$ cat config.mk
export PLATFORM = sky130hd
export DESIGN_NAME = kbd_cmd_controller
export DESIGN_NICKNAME = d
export VERILOG_FILES = /design/src/rtl/kbd_cmd_pkg.sv /design/src/rtl/kbd_cmd_controller_decoder.sv /design/src/rtl/kbd_cmd_controller.sv
export SDC_FILE = /design/constraint.sdc
export NUM_CORES = 1
export LEC_CHECK = 0
export BUFFER_PORTS_ARGS = -buffer_cell sky130_fd_sc_hd__buf_2
export CAP_MARGIN = 20
export CORE_MARGIN = 10
export CORE_UTILIZATION = 58
export CTS_BUF_LIST = sky130_fd_sc_hd__clkbuf_2
export DETAILED_ROUTE_END_ITERATION = 8
export GPL_TIMING_DRIVEN = 0
export PLACE_DENSITY = 0.86
export SYNTH_ARGS = -nofsm -noshare
export SYNTH_HDL_FRONTEND = slang
export SYNTH_SLANG_ARGS = --single-unit
$ cat constraint.sdc
create_clock -name clk -period 2.6 [get_ports clk]
set_input_delay 0 -clock clk [delete_from_list [all_inputs] [get_ports clk]]
set_output_delay 0 -clock clk [all_outputs]
set_load 0.02 [all_outputs]
$ cat src/rtl/kbd_cmd_pkg.sv
// -----------------------------------------------------------------------------
// kbd_cmd_pkg
// Shared definitions for the keyboard command controller:
//   - ASCII codes for the upper- and lowercase Latin letters
//   - cmd_t   : decoded keyboard command
//   - state_t : controller FSM state encoding
//   - ascii_to_upper : folds a lowercase letter onto its uppercase code
// No ports (package).
// -----------------------------------------------------------------------------
package kbd_cmd_pkg;

    // Uppercase letters
    localparam logic [7:0] ASCII_UC_A = 8'h41;
    localparam logic [7:0] ASCII_UC_B = 8'h42;
    localparam logic [7:0] ASCII_UC_C = 8'h43;
    localparam logic [7:0] ASCII_UC_D = 8'h44;
    localparam logic [7:0] ASCII_UC_E = 8'h45;
    localparam logic [7:0] ASCII_UC_F = 8'h46;
    localparam logic [7:0] ASCII_UC_G = 8'h47;
    localparam logic [7:0] ASCII_UC_H = 8'h48;
    localparam logic [7:0] ASCII_UC_I = 8'h49;
    localparam logic [7:0] ASCII_UC_J = 8'h4A;
    localparam logic [7:0] ASCII_UC_K = 8'h4B;
    localparam logic [7:0] ASCII_UC_L = 8'h4C;
    localparam logic [7:0] ASCII_UC_M = 8'h4D;
    localparam logic [7:0] ASCII_UC_N = 8'h4E;
    localparam logic [7:0] ASCII_UC_O = 8'h4F;
    localparam logic [7:0] ASCII_UC_P = 8'h50;
    localparam logic [7:0] ASCII_UC_Q = 8'h51;
    localparam logic [7:0] ASCII_UC_R = 8'h52;
    localparam logic [7:0] ASCII_UC_S = 8'h53;
    localparam logic [7:0] ASCII_UC_T = 8'h54;
    localparam logic [7:0] ASCII_UC_U = 8'h55;
    localparam logic [7:0] ASCII_UC_V = 8'h56;
    localparam logic [7:0] ASCII_UC_W = 8'h57;
    localparam logic [7:0] ASCII_UC_X = 8'h58;
    localparam logic [7:0] ASCII_UC_Y = 8'h59;
    localparam logic [7:0] ASCII_UC_Z = 8'h5A;

    // Lowercase letters
    localparam logic [7:0] ASCII_LC_A = 8'h61;
    localparam logic [7:0] ASCII_LC_B = 8'h62;
    localparam logic [7:0] ASCII_LC_C = 8'h63;
    localparam logic [7:0] ASCII_LC_D = 8'h64;
    localparam logic [7:0] ASCII_LC_E = 8'h65;
    localparam logic [7:0] ASCII_LC_F = 8'h66;
    localparam logic [7:0] ASCII_LC_G = 8'h67;
    localparam logic [7:0] ASCII_LC_H = 8'h68;
    localparam logic [7:0] ASCII_LC_I = 8'h69;
    localparam logic [7:0] ASCII_LC_J = 8'h6A;
    localparam logic [7:0] ASCII_LC_K = 8'h6B;
    localparam logic [7:0] ASCII_LC_L = 8'h6C;
    localparam logic [7:0] ASCII_LC_M = 8'h6D;
    localparam logic [7:0] ASCII_LC_N = 8'h6E;
    localparam logic [7:0] ASCII_LC_O = 8'h6F;
    localparam logic [7:0] ASCII_LC_P = 8'h70;
    localparam logic [7:0] ASCII_LC_Q = 8'h71;
    localparam logic [7:0] ASCII_LC_R = 8'h72;
    localparam logic [7:0] ASCII_LC_S = 8'h73;
    localparam logic [7:0] ASCII_LC_T = 8'h74;
    localparam logic [7:0] ASCII_LC_U = 8'h75;
    localparam logic [7:0] ASCII_LC_V = 8'h76;
    localparam logic [7:0] ASCII_LC_W = 8'h77;
    localparam logic [7:0] ASCII_LC_X = 8'h78;
    localparam logic [7:0] ASCII_LC_Y = 8'h79;
    localparam logic [7:0] ASCII_LC_Z = 8'h7A;

    // Distance between a lowercase letter and its uppercase counterpart
    localparam logic [7:0] ASCII_CASE_OFFSET = 8'h20;

    typedef enum logic [3:0] {
        CMD_NONE    = 4'd0,
        CMD_PLAY    = 4'd1,
        CMD_PAUSE   = 4'd2,
        CMD_FWD     = 4'd3,
        CMD_BWD     = 4'd4,
        CMD_SPD_UP  = 4'd5,
        CMD_SPD_DN  = 4'd6,
        CMD_SPD_DEF = 4'd7,
        CMD_RESTART = 4'd8
    } cmd_t;

    typedef enum logic [0:0] {
        ST_IDLE    = 1'b0,
        ST_RESTART = 1'b1
    } state_t;

    // Map 'a'..'z' onto 'A'..'Z'; every other code passes through untouched.
    function automatic logic [7:0] ascii_to_upper(input logic [7:0] code);
        if ((code >= ASCII_LC_A) && (code <= ASCII_LC_Z)) begin
            return code - ASCII_CASE_OFFSET;
        end else begin
            return code;
        end
    endfunction

endpackage

$ cat src/rtl/kbd_cmd_controller_decoder.sv
// -----------------------------------------------------------------------------
// kbd_ascii_decoder
// Purely combinational ASCII-to-command mapping.
// Parameters:
//   CASE_INSENSITIVE : 1 = lowercase letters decode like uppercase,
//                      0 = lowercase letters decode to CMD_NONE
// Ports:
//   ascii  in  8      ASCII code from the keyboard receiver
//   cmd    out cmd_t  decoded command (CMD_NONE for unrecognised codes)
// -----------------------------------------------------------------------------
module kbd_ascii_decoder
    import kbd_cmd_pkg::*;
#(
    parameter int CASE_INSENSITIVE = 1
) (
    input  logic [7:0] ascii,
    output cmd_t       cmd
);

    logic [7:0] code;

    // Optional case folding followed by the command lookup.
    always_comb begin
        code = ascii;
        cmd  = CMD_NONE;
        if (CASE_INSENSITIVE != 0) begin
            code = ascii_to_upper(ascii);
        end else begin
            code = ascii;
        end
        case (code)
            ASCII_UC_E: cmd = CMD_PLAY;
            ASCII_UC_D: cmd = CMD_PAUSE;
            ASCII_UC_F: cmd = CMD_FWD;
            ASCII_UC_B: cmd = CMD_BWD;
            ASCII_UC_U: cmd = CMD_SPD_UP;
            ASCII_UC_L: cmd = CMD_SPD_DN;
            ASCII_UC_K: cmd = CMD_SPD_DEF;
            ASCII_UC_R: cmd = CMD_RESTART;
            default:    cmd = CMD_NONE;
        endcase
    end

endmodule

$ cat src/rtl/kbd_cmd_controller.sv
// -----------------------------------------------------------------------------
// kbd_cmd_controller
// Takes one ASCII key per rising edge of kbd_ready and turns it into latched
// playback controls (pause, direction, saturating speed). A restart command
// raises restart/busy until the address generator acknowledges it.
// Parameters:
//   NUM_SPEEDS       number of speed levels (>= 2)
//   DEFAULT_SPEED    speed after reset and after the K command
//   CASE_INSENSITIVE 1 = lowercase keys accepted
//   RESET_PAUSED     reset value of pause
//   SW               width of speed (derived)
// Ports:
//   clk           in   1   system clock
//   reset         in   1   asynchronous active-high reset
//   kbd_ready     in   1   keyboard strobe; a key is taken on its rising edge
//   kbd_ascii     in   8   key code, sampled with the rising edge of kbd_ready
//   restart_ack   in   1   address generator has reloaded its start address
//   restart       out  1   restart request, held until acknowledged
//   pause         out  1   1 = playback halted
//   direction     out  1   1 = forward, 0 = backward
//   speed         out  SW  current speed level
//   cmd_accepted  out  1   one-cycle pulse per executed command
//   busy          out  1   high while a restart is outstanding
// -----------------------------------------------------------------------------
module kbd_cmd_controller
    import kbd_cmd_pkg::*;
#(
    parameter int NUM_SPEEDS       = 8,
    parameter int DEFAULT_SPEED    = 3,
    parameter int CASE_INSENSITIVE = 1,
    parameter int RESET_PAUSED     = 1,
    parameter int SW               = $clog2(NUM_SPEEDS)
) (
    input  logic          clk,
    input  logic          reset,
    input  logic          kbd_ready,
    input  logic [7:0]    kbd_ascii,
    input  logic          restart_ack,
    output logic          restart,
    output logic          pause,
    output logic          direction,
    output logic [SW-1:0] speed,
    output logic          cmd_accepted,
    output logic          busy
);

    localparam logic [0:0]    IDLE       = 1'b0;
    localparam logic [0:0]    RESTART    = 1'b1;
    localparam logic [SW-1:0] SPEED_MAX  = SW'(NUM_SPEEDS - 1);
    localparam logic [SW-1:0] SPEED_DEF  = SW'(DEFAULT_SPEED);
    localparam logic          PAUSE_INIT = (RESET_PAUSED != 0);

    logic          kbd_ready_q;
    logic          strobe_s;
    cmd_t          cmd_s;
    logic [0:0]    state_r;
    logic [0:0]    state_nxt_s;
    logic          pause_nxt_s;
    logic          direction_nxt_s;
    logic [SW-1:0] speed_nxt_s;
    logic          accepted_nxt_s;

    // Saturating increment: holds at the top level.
    function automatic logic [SW-1:0] speed_up(input logic [SW-1:0] s);
        if (s == SPEED_MAX) begin
            return s;
        end else begin
            return s + SW'(1);
        end
    endfunction

    // Saturating decrement: holds at zero.
    function automatic logic [SW-1:0] speed_down(input logic [SW-1:0] s);
        if (s == SW'(0)) begin
            return s;
        end else begin
            return s - SW'(1);
        end
    endfunction

    kbd_ascii_decoder #(
        .CASE_INSENSITIVE (CASE_INSENSITIVE)
    ) u_decoder (
        .ascii (kbd_ascii),
        .cmd   (cmd_s)
    );

    // Only the low-to-high transition of kbd_ready issues a command.
    assign strobe_s = kbd_ready & ~kbd_ready_q;

    // Next-state and next-output computation.
    always_comb begin
        state_nxt_s     = state_r;
        pause_nxt_s     = pause;
        direction_nxt_s = direction;
        speed_nxt_s     = speed;
        accepted_nxt_s  = 1'b0;
        case (state_r)
            IDLE: begin
                if (strobe_s) begin
                    case (cmd_s)
                        CMD_PLAY: begin
                            pause_nxt_s    = 1'b0;
                            accepted_nxt_s = 1'b1;
                        end
                        CMD_PAUSE: begin
                            pause_nxt_s    = 1'b1;
                            accepted_nxt_s = 1'b1;
                        end
                        CMD_FWD: begin
                            direction_nxt_s = 1'b1;
                            accepted_nxt_s  = 1'b1;
                        end
                        CMD_BWD: begin
                            direction_nxt_s = 1'b0;
                            accepted_nxt_s  = 1'b1;
                        end
                        CMD_SPD_UP: begin
                            speed_nxt_s    = speed_up(speed);
                            accepted_nxt_s = 1'b1;
                        end
                        CMD_SPD_DN: begin
                            speed_nxt_s    = speed_down(speed);
                            accepted_nxt_s = 1'b1;
                        end
                        CMD_SPD_DEF: begin
                            speed_nxt_s    = SPEED_DEF;
                            accepted_nxt_s = 1'b1;
                        end
                        CMD_RESTART: begin
                            // Acceptance of R is signalled when the ack arrives.
                            state_nxt_s = RESTART;
                        end
                        default: begin
                            accepted_nxt_s = 1'b0;
                        end
                    endcase
                end else begin
                    state_nxt_s = IDLE;
                end
            end
            RESTART: begin
                // Strobes are dropped here; only the ack moves the FSM.
                if (restart_ack) begin
                    state_nxt_s    = IDLE;
                    accepted_nxt_s = 1'b1;
                end else begin
                    state_nxt_s = RESTART;
                end
            end
            default: begin
                state_nxt_s = IDLE;
            end
        endcase
    end

    // State and output registers; restart/busy decode the next state so they
    // are registered yet rise on the same edge as the R strobe.
    always_ff @(posedge clk or posedge reset) begin
        if (reset) begin
            kbd_ready_q  <= 1'b0;
            state_r      <= IDLE;
            restart      <= 1'b0;
            busy         <= 1'b0;
            cmd_accepted <= 1'b0;
            pause        <= PAUSE_INIT;
            direction    <= 1'b1;
            speed        <= SPEED_DEF;
        end else begin
            kbd_ready_q  <= kbd_ready;
            state_r      <= state_nxt_s;
            restart      <= (state_nxt_s == RESTART);
            busy         <= (state_nxt_s == RESTART);
            cmd_accepted <= accepted_nxt_s;
            pause        <= pause_nxt_s;
            direction    <= direction_nxt_s;
            speed        <= speed_nxt_s;
        end
    end

endmodule

==> flow_metrics.env, run 1 <==
export IMPL_fillers=110
export IMPL_final_core_util_pct=72.3
export IMPL_worstMarginPinSlew_ps=491
export IMPL_viasPerCell=6.04
export IMPL_slew_headroom_pct=67.0
export IMPL_finClkSkew_ps=0.685
export IMPL_ys_ff_latch=8
export IMPL_hpwlAfterDp_um=1510
export IMPL_synth_area_sq_um=776
export IMPL_firstDrtPassIters=4
export IMPL_routed_wl_um=1980
export IMPL_sw_frac_of_total_pct=34.1
export IMPL_dieArea_sq_um=3200
export IMPL_p_switching_mw=0.111
export IMPL_die_y_um=56.6
export IMPL_grt_pass1_wl_um=3530
export IMPL_postCtsHoldBufs=3
export IMPL_met3_usage_pct=5.84
export IMPL_cpPeakStageDelay_ps=400
export IMPL_hold_ws_ps=38.4
export IMPL_drt_wirelength_per_cell_um=15.1
export IMPL_period_share_pct=73.8
export IMPL_synth_top_area_cell="dfstp_2"
export IMPL_synth_top_area_share_pct=13.5
export IMPL_ys_async_sr_fraction_pct=100
export IMPL_drv_cap=0
export IMPL_critPathBufInv=2
export IMPL_hold_violations=0
export IMPL_grt_max_degree=11
export IMPL_synth_cells=92
export IMPL_final_nets=131
export IMPL_layout_commonest_cell="buf_2"
export IMPL_globalRouteMet1Util_pct=14.2
export IMPL_worstReg2RegEnd="speed[2]$_DFFE_PP0P_"
export IMPL_arrival_ps=2060
export IMPL_crit_path_top_delay_cell="fa_1"
export IMPL_clock_sinks=8
export IMPL_synth_ff_type="dfstp_2"
export IMPL_num_vias=791
export IMPL_grt_busiest_layer="met2"
export IMPL_gp_congestion=0.848
export IMPL_power_leakage_nw=0.429
export IMPL_synth_nets=106
export IMPL_core_sq_um=1280
export IMPL_rsz0062_at_grt="no"
export IMPL_min_from="kbd_ascii[4]"
export IMPL_insertion_delay_ps=250
export IMPL_p_comb_share_pct=29.0
export IMPL_path_depth=11
export IMPL_r2r_slack_ps=780
export IMPL_intPower_mw=0.214
export IMPL_seq_area_frac_synth_pct=26.5
export IMPL_cts_resized=0
export IMPL_clock_fmax_mhz=521
export IMPL_antenna_cells=0
export IMPL_cp_required_ps=2740
export IMPL_h_tree_depth=1
export IMPL_clkSlewWorstSetupHoldPaths_ps=90
export IMPL_crit_chain="buf_2 -> inv_1 -> ha_1 -> o21ai_1 -> and2_1 -> nand2_1 -> fa_1 -> xnor2_1 -> o21ai_0 -> o41ai_1 -> mux2_1"
export IMPL_setup_violations=0
export IMPL_status="finished, final reports clean"
export IMPL_pre_cts_ws_ps=403
export IMPL_slew_violations=0
export IMPL_drt_iter0_drc=35
export IMPL_seqPwrFrac_pct=42.1
export IMPL_syn_area_per_cell_sq_um=8.43
export IMPL_finalWorstSetupSlack_ps=682
export IMPL_cts_setup_buffers=0
export IMPL_start_kind="primary input"
export IMPL_path_class="in2reg"
export IMPL_cts_root_buf="clkbuf_2"
export IMPL_io_buffers=17
export IMPL_clock_power_share_pct=28.8
export IMPL_critical_path_top_delay_family="adder cells"
export IMPL_grt_usage_pct=13.0
export IMPL_ios=20
export IMPL_drive_gt1_share_pct=31.9
export IMPL_grt_ovfl_total=0
export IMPL_hold_depth=3
export IMPL_min_to="state_r$_DFF_PP0_"
export IMPL_met2_usage_pct=22.1
export IMPL_cts_path_max_buffers=2
export IMPL_power_total_mw=0.325
export IMPL_p_per_area_nw_per_um2=350
export IMPL_area_growth_pct=19.8
export IMPL_cts_tree="yes"
export IMPL_fp_dieW_um=56.6
export IMPL_synth_edf_count=0
export IMPL_grt_pass1_vias=824
export IMPL_min_period_ps=1920
export IMPL_final_cell_mix="20 x buf_2, 8 x inv_1, 8 x nor2_1, 6 x nand2_1"
export IMPL_rr_worst_depth=6
export IMPL_hp_class="in2reg"
export IMPL_synth_cell_type_count=43
export IMPL_grt_antenna_before_repair=0
export IMPL_endpoint_kind="flop"
export IMPL_drc=0
export IMPL_rows=13
export IMPL_ir_drop_mv=0.264
export IMPL_cts_buffers=3
export IMPL_crit_fanout=4
export IMPL_final_antenna_net_count=0
export IMPL_initial_utilization_pct=60.4
export IMPL_tns_ps=0
export IMPL_ys_warn_count=0
export IMPL_synth_area_leaders="dfstp_2 14%, dfrtp_1 13%, inv_1 3.9%, nor2_1 3.9%, o32ai_4 3.5%"
export IMPL_reg2reg_from="speed[0]$_DFFE_PP1P_"
==> sequential cells by signal, indices dropped and copies added (netlist names) <==
signal        flops
pause             1
direction         1
speed             3
state_r           1
cmd_accepted      1
kbd_ready_q       1
==> power groups by stage <==
| stage | clock network [mW] | registers [mW] | logic (mW) |
|---|---|---|---|
| 2_1_floorplan | 0 | 0.145 | 0.0585 |
| 3_3_place_gp | 0 | 0.139 | 0.0861 |
| 3_5_place_dp | 0 | 0.139 | 0.0901 |
| 4_1_cts | 0.0914 | 0.137 | 0.0941 |
| 5_1_grt | 0.0982 | 0.138 | 0.105 |
| 6_report | 0.0937 | 0.137 | 0.0943 |
==> worst max path at each step <==
stage                       from                    to  slack (ps)
finish              kbd_ascii[6]  speed[2]$_DFFE_PP0P_         680
global route        kbd_ascii[6]  speed[2]$_DFFE_PP0P_         470
CTS                 kbd_ascii[6]  speed[2]$_DFFE_PP0P_         660
detailed placement  kbd_ascii[6]  speed[2]$_DFFE_PP0P_         400
global placement    kbd_ascii[6]  speed[2]$_DFFE_PP0P_         480
floorplan           kbd_ascii[5]  speed[2]$_DFFE_PP0P_         710
==> cell type report <==
| class | instances | area [sq um] | area share [%] |
|---|---|---|---|
| multi-input cells | 70 | 499 | 53.7 |
| flip-flops and latches | 8 | 205 | 22.1 |
| repair buffers | 20 | 115 | 12.4 |
| plain buffers | 6 | 41.3 | 4.44 |
| inverters | 8 | 30.0 | 3.23 |
| clock buffers | 4 | 20.0 | 2.15 |
| well taps | 15 | 18.8 | 2.02 |
==> cell usage after synthesis (2+ instances only) <==
| cell type | count |
|---|---|
| a21oi_1 | 5 |
| a31oi_1 | 4 |
| and2_1 | 2 |
| and3b_1 | 2 |
| buf_2 | 3 |
| buf_4 | 2 |
| dfrtp_1 | 4 |
| dfstp_2 | 4 |
| inv_1 | 8 |
| nand2_1 | 6 |
| nor2_1 | 8 |
| nor2b_1 | 3 |
| nor3_1 | 3 |
| nor3b_1 | 3 |
| o21ai_0 | 5 |
| o21ai_1 | 2 |
| o22ai_1 | 2 |
==> worst register-to-register path: stages, from the launching register on <==
cell     delay (ps)
dfstp_2         580
inv_1            90
fa_1            430
xnor2_1         150
o21ai_0          80
o41ai_1         100
mux2_1          290
==> metrics by stage <==
step	instances	instance area [sq um]
after floorplan	92	776
after global placement	124	880
after detailed placement	124	880
after CTS	131	930
after global routing	131	930
final	131	930
==> routing by layer <==
layer	share of wire, %	vias to the layer above
li1	-	385
met1	42	369
met2	47	33
met3	9.0	4
met4	1.2	0
met5	0	-
==> logic make-up after synthesis <==
group	after synthesis	synth area share, %
buffers and inverters	14	9.19
muxes	1	1.45
DFF	8	26.5
AOI/OAI and AO/OA	28	27.1
xor gates and xnor gates	1	1.13
adders and majority gates	2	4.19
and+or+nand+nor	38	30.5
Power figures use the tool's default switching activity.
==> run 2: changes to the inputs <==
Settings changed: CORE_UTILIZATION 58 to 48, PLACE_DENSITY 0.86 to 0.76.
Clock period 2.6 ns to 1.7 ns, I/O delays scaled along.
==> run 2 against run 1 <==
Against the previous run:
- first-iteration DRC count shrank 11%
- non-clock buffer count up 6
- critical path depth is the same
- register-to-register slack got worse by 780 ps
- sequential power rose by 54%
- total power up 55%
- clock-buffer cell count down 1
- global-route usage down 1.7 points
- worst hold slack improved by 31 ps
- via count increased by 1.3%
- combinational power increased by 93%
- clock power grew 18%
- largest cell class unchanged
- largest power group unchanged
==> flow_metrics.env, run 2 (same netlist as run 1, synthesis figures left out) <==
export IMPL_final_nets=137
export IMPL_grt_ovfl_total=0
export IMPL_min_period_ps=1700
export IMPL_path_class="in2reg"
export IMPL_cts_tree="yes"
export IMPL_cpPeakStageDelay_ps=400
export IMPL_ir_drop_mv=0.201
export IMPL_hpwlAfterDp_um=1600
export IMPL_hp_class="in2reg"
export IMPL_finClkSkew_ps=8.94
export IMPL_p_per_area_nw_per_um2=476
export IMPL_finalWorstSetupSlack_ps=2.81
export IMPL_antenna_cells=0
export IMPL_rr_worst_depth=6
export IMPL_crit_fanout=4
export IMPL_critical_path_top_delay_family="adder cells"
export IMPL_hold_ws_ps=69.5
export IMPL_routed_wl_um=2110
export IMPL_grt_pass1_vias=709
export IMPL_grt_max_degree=11
export IMPL_start_kind="primary input"
export IMPL_gp_congestion=0.806
export IMPL_initial_utilization_pct=50.9
export IMPL_critPathBufInv=2
export IMPL_status="finished, final reports clean"
export IMPL_multi_input_area_sq_um=584
export IMPL_fp_dieW_um=60.2
export IMPL_viasPerCell=5.85
export IMPL_finalNonFillerCells=137
export IMPL_clock_fmax_mhz=589
export IMPL_period_share_pct=99.8
export IMPL_crit_chain="buf_2 -> inv_2 -> ha_4 -> o21ai_4 -> and2_4 -> nand2_4 -> fa_2 -> xnor2_2 -> o21ai_1 -> o41ai_2 -> mux2_4"
export IMPL_dieArea_sq_um=3620
export IMPL_clock_sinks=8
export IMPL_drc=0
export IMPL_tns_ps=0
export IMPL_reg2reg_from="speed[1]$_DFFE_PP1P_"
export IMPL_largest_reg_flops=3
export IMPL_slew_violations=0
export IMPL_grt_usage_pct=11.3
export IMPL_post_dp_cell_area_sq_um=932
export IMPL_final_core_util_pct=69.5
export IMPL_regMostFlops="speed"
export IMPL_drive_gt1_share_pct=47.1
export IMPL_r2r_slack_ps=3
export IMPL_hold_depth=3
export IMPL_min_to="state_r$_DFF_PP0_"
export IMPL_rows=14
export IMPL_endpoint_kind="flop"
export IMPL_grt_pass1_wl_um=3260
export IMPL_drt_iter0_drc=31
export IMPL_cts_buffers=3
export IMPL_io_buffers=17
export IMPL_num_vias=801
export IMPL_rsz0062_at_grt="yes"
export IMPL_drt_wirelength_per_cell_um=15.4
export IMPL_firstDrtPassIters=4
export IMPL_cts_path_max_buffers=2
export IMPL_fillers=124
export IMPL_pre_cts_ws_ps=-268
export IMPL_dp_cells=125
export IMPL_slew_headroom_pct=68.5
export IMPL_fin_area_sq_um=1060
export IMPL_layout_commonest_cell="buf_2"
export IMPL_insertion_delay_ps=240
export IMPL_die_y_um=60.2
export IMPL_grt_antenna_before_repair=0
export IMPL_ios=20
export IMPL_power_leakage_nw=0.486
export IMPL_worstMarginPinSlew_ps=469
export IMPL_seq_area_sq_um=205
export IMPL_hold_violations=0
export IMPL_setup_violations=0
export IMPL_clkSlewWorstSetupHoldPaths_ps=80
export IMPL_final_cell_mix="19 x buf_2, 9 x buf_4, 8 x nor2_1, 5 x inv_1, 5 x nand2_1"
export IMPL_cts_root_buf="clkbuf_2"
export IMPL_final_antenna_net_count=0
export IMPL_drv_cap=0
export IMPL_power_total_mw=0.504
export IMPL_cp_required_ps=1830
export IMPL_arrival_ps=1830
export IMPL_core_sq_um=1520
export IMPL_worstReg2RegEnd="speed[2]$_DFFE_PP0P_"
export IMPL_area_growth_pct=36.5
export IMPL_crit_path_top_delay_cell="fa_2"
export IMPL_min_from="kbd_ascii[4]"
export IMPL_h_tree_depth=1
## run 2: worst reg2reg max path, cell delays in order, from the launching register on
cell	delay (ps)
dfstp_2	560
inv_2	50
fa_2	360
xnor2_2	150
o21ai_1	100
o41ai_2	100
mux2_4	280
## run 2: area by class of cell
| class | instances | area share [%] |
|---|---|---|
| inverter | 8 | 2.84 |
| tap | 16 | 1.89 |
| multi-input combinational | 70 | 55.2 |
| buffer | 5 | 3.43 |
| timing repair buffer | 27 | 15.8 |
| sequential | 8 | 19.4 |
| clock buffer | 3 | 1.42 |
## run 2: worst max path at each step
stage / startpoint / to / slack (ps) / cells past startpoint
final: kbd_ascii[6] / speed[2]$_DFFE_PP0P_ / 3 / 11
after global routing: kbd_ascii[6] / speed[2]$_DFFE_PP0P_ / -50 / 11
after CTS: speed[1]$_DFFE_PP1P_ / speed[2]$_DFFE_PP0P_ / 8 / 6
after detailed placement: kbd_ascii[6] / speed[2]$_DFFE_PP0P_ / -270 / 11
after global placement: kbd_ascii[6] / speed[2]$_DFFE_PP0P_ / -220 / 11
after floorplan: speed[0]$_DFFE_PP1P_ / speed[2]$_DFFE_PP0P_ / -30 / 6
## run 2: power breakdown
part           internal, mW  switching, mW
Sequential            0.204        0.00737
Clock                0.0481         0.0633
Combinational        0.0849         0.0972
## run 2: routing by layer
metal / global-route usage (%) / share of wire [%]
met4: 3.85 / 0.47
met1: 13.5 / 42
met5: 0 / 0
met2: 18.8 / 50
met3: 2.75 / 7.8
## run 2: repair_timing
action	4_1_cts	5_1_grt
setup endpoints to repair	1	2
setup buffers	2	5
hold buffers	3	0
pin swaps	1	4
gates resized for setup	2	5
hold endpoints to repair	10	0
==> run 3: changes to the inputs <==
--- a/constraint.sdc
+++ b/constraint.sdc
@@ -3,2 +3,2 @@
 set_output_delay 0 -clock clk [all_outputs]
-set_load 0.02 [all_outputs]
+set_load 0.01 [all_outputs]
==> run 3 against run 2 <==
Against the previous run:
- the run now ends with setup timing left
- worst setup slack lost 13 ps
- largest power group unchanged
- maximum frequency shrank 0.77%
- core utilization shrank 1.6 points
- critical path depth is the same
- total power shrank 4.6%
- highest routed layer is now met3
- flip-flop and latch count is the same
- worst hold slack gained 26 ps
- critical path type unchanged
- via count shrank 0.25%
- clock power shrank 5%
==> flow_metrics.env, run 3 (same netlist as run 1, synthesis figures left out) <==
export IMPL_min_from="kbd_ascii[4]"
export IMPL_met2_usage_pct=17.8
export IMPL_grt_antenna_before_repair=0
export IMPL_worstMarginPinSlew_ps=540
export IMPL_routed_wl_um=2080
export IMPL_finalWorstSetupSlack_ps=-10.4
export IMPL_dieArea_sq_um=3620
export IMPL_drt_iter0_drc=28
export IMPL_status="finished with violations"
export IMPL_multi_input_area_sq_um=584
export IMPL_grt_pass1_vias=737
export IMPL_rr_worst_depth=6
export IMPL_clock_fmax_mhz=585
export IMPL_critPathBufInv=2
export IMPL_area_growth_pct=33.2
export IMPL_layout_commonest_cell="buf_2"
export IMPL_seq_area_sq_um=205
export IMPL_period_share_pct=101
export IMPL_r2r_slack_ps=-10
export IMPL_met3_usage_pct=2.75
export IMPL_grt_usage_pct=11.4
export IMPL_initial_utilization_pct=50.9
export IMPL_final_antenna_net_count=0
export IMPL_worstReg2RegEnd="speed[2]$_DFFE_PP0P_"
export IMPL_antenna_cells=0
export IMPL_cp_required_ps=1810
export IMPL_hpwlAfterDp_um=1640
export IMPL_cts_buffers=3
export IMPL_cts_tree="yes"
export IMPL_crit_path_top_delay_cell="fa_2"
export IMPL_critical_path_top_delay_family="adder cells"
export IMPL_h_tree_depth=1
export IMPL_path_class="in2reg"
export IMPL_insertion_delay_ps=220
export IMPL_grt_max_degree=11
export IMPL_die_y_um=60.2
export IMPL_hold_violations=0
export IMPL_fin_area_sq_um=1030
export IMPL_num_vias=799
export IMPL_crit_fanout=4
export IMPL_setup_violations=1
export IMPL_grt_ovfl_total=0
export IMPL_final_nets=134
export IMPL_core_sq_um=1520
export IMPL_firstDrtPassIters=4
export IMPL_ios=20
export IMPL_cts_root_buf="clkbuf_2"
export IMPL_drc=0
export IMPL_min_to="state_r$_DFF_PP0_"
export IMPL_rsz0062_at_grt="yes"
export IMPL_cpPeakStageDelay_ps=400
export IMPL_hold_ws_ps=96.0
export IMPL_p_per_area_nw_per_um2=466
export IMPL_post_dp_cell_area_sq_um=940
export IMPL_gp_congestion=0.802
export IMPL_grt_pass1_wl_um=3380
export IMPL_slew_headroom_pct=63.7
export IMPL_largest_reg_flops=3
export IMPL_regMostFlops="speed"
export IMPL_min_period_ps=1710
export IMPL_globalRouteMet1Util_pct=14.5
export IMPL_drt_wirelength_per_cell_um=15.5
export IMPL_power_leakage_nw=0.469
export IMPL_hp_class="in2reg"
export IMPL_cts_path_max_buffers=2
export IMPL_clock_sinks=8
export IMPL_drv_cap=0
export IMPL_final_core_util_pct=67.8
export IMPL_io_buffers=17
export IMPL_finClkSkew_ps=4.71
export IMPL_arrival_ps=1820
export IMPL_fp_dieW_um=60.2
export IMPL_rows=14
export IMPL_clkSlewWorstSetupHoldPaths_ps=70
export IMPL_fillers=126
export IMPL_start_kind="primary input"
export IMPL_drive_gt1_share_pct=43.2
export IMPL_ir_drop_mv=0.199
export IMPL_endpoint_kind="flop"
export IMPL_viasPerCell=5.96
export IMPL_hold_depth=3
export IMPL_violations="setup timing"
export IMPL_final_cell_mix="20 x buf_2, 8 x nor2_1, 6 x inv_1, 5 x buf_4, 5 x nand2_1"
export IMPL_slew_violations=0
export IMPL_crit_chain="buf_2 -> inv_2 -> ha_4 -> o21ai_4 -> and2_4 -> nand2_4 -> fa_2 -> xnor2_2 -> o21ai_1 -> o41ai_1 -> mux2_1"
export IMPL_grt_busiest_layer="met2"
export IMPL_reg2reg_from="speed[0]$_DFFE_PP1P_"
[run 3: changes by cell type in the layout (fill, tap and decap cells not counted)]
cell      previous run  this run
buf_4                9         5
buf_2               19        20
inv_1                5         6
mux2_4               1         0
a221oi_4             0         1
a221oi_2             2         1
o41ai_1              0         1
o41ai_2              1         0
mux2_1               0         1
inv_2                3         2
[run 3: layout make-up]
| type | count | area share, % |
|---|---|---|
| plain buffers | 6 | 4.00 |
| clock buffers | 3 | 1.45 |
| inverters | 8 | 2.91 |
| multi-input cells | 70 | 56.5 |
| flip-flops and latches | 8 | 19.9 |
| well taps | 16 | 1.94 |
| repair buffers | 23 | 13.3 |
[run 3: timing repair]
| item | in CTS | in global routing |
|---|---|---|
| hold endpoints to repair | 10 | 0 |
| endpoints found under the setup margin | 4 | 4 |
| cloned | 0 | 0 |
| pin swaps | 1 | 1 |
| hold buffers | 3 | 0 |
| setup buffers | 3 | 0 |
| resized for setup | 1 | 3 |
[run 3: worst max path at each step]
stage,cells after the start,end,startpoint
final,11,speed[2]$_DFFE_PP0P_,kbd_ascii[6]
after global routing,11,speed[2]$_DFFE_PP0P_,kbd_ascii[6]
after CTS,11,speed[2]$_DFFE_PP0P_,kbd_ascii[6]
after detailed placement,11,speed[2]$_DFFE_PP0P_,kbd_ascii[6]
after global placement,11,speed[2]$_DFFE_PP0P_,kbd_ascii[6]
after floorplan,10,speed[2]$_DFFE_PP0P_,kbd_ascii[5]
[run 3: worst min-delay path, cell delays in order]
cell and delay [ps]:
buf_6 120, nand3_1 90, o22ai_1 70
[run 3: metal layers]
layer | part of all wire, % | vias to the layer above
li1 | - | 388
met1 | 44 | 373
met2 | 48 | 38
met3 | 7.7 | 0
met4 | 0 | 0
met5 | 0 | -
[run 3: stage by stage]
step | TNS [ps] | setup slack [ps] | cells | total power [mW]
2_1_floorplan | 0 | 9.80 | 92 | 0.322
3_3_place_gp | -205 | -193 | 125 | 0.358
3_5_place_dp | -260 | -228 | 125 | 0.365
4_1_cts | 0 | 2.39 | 134 | 0.483
5_1_grt | -158 | -86.4 | 134 | 0.514
6_report | -10.4 | -10.4 | 134 | 0.481
[run 3: power breakdown]
group          internal [mW]  switching (mW)
sequential             0.203         0.00610
combinational         0.0761          0.0904
clock                 0.0481          0.0572
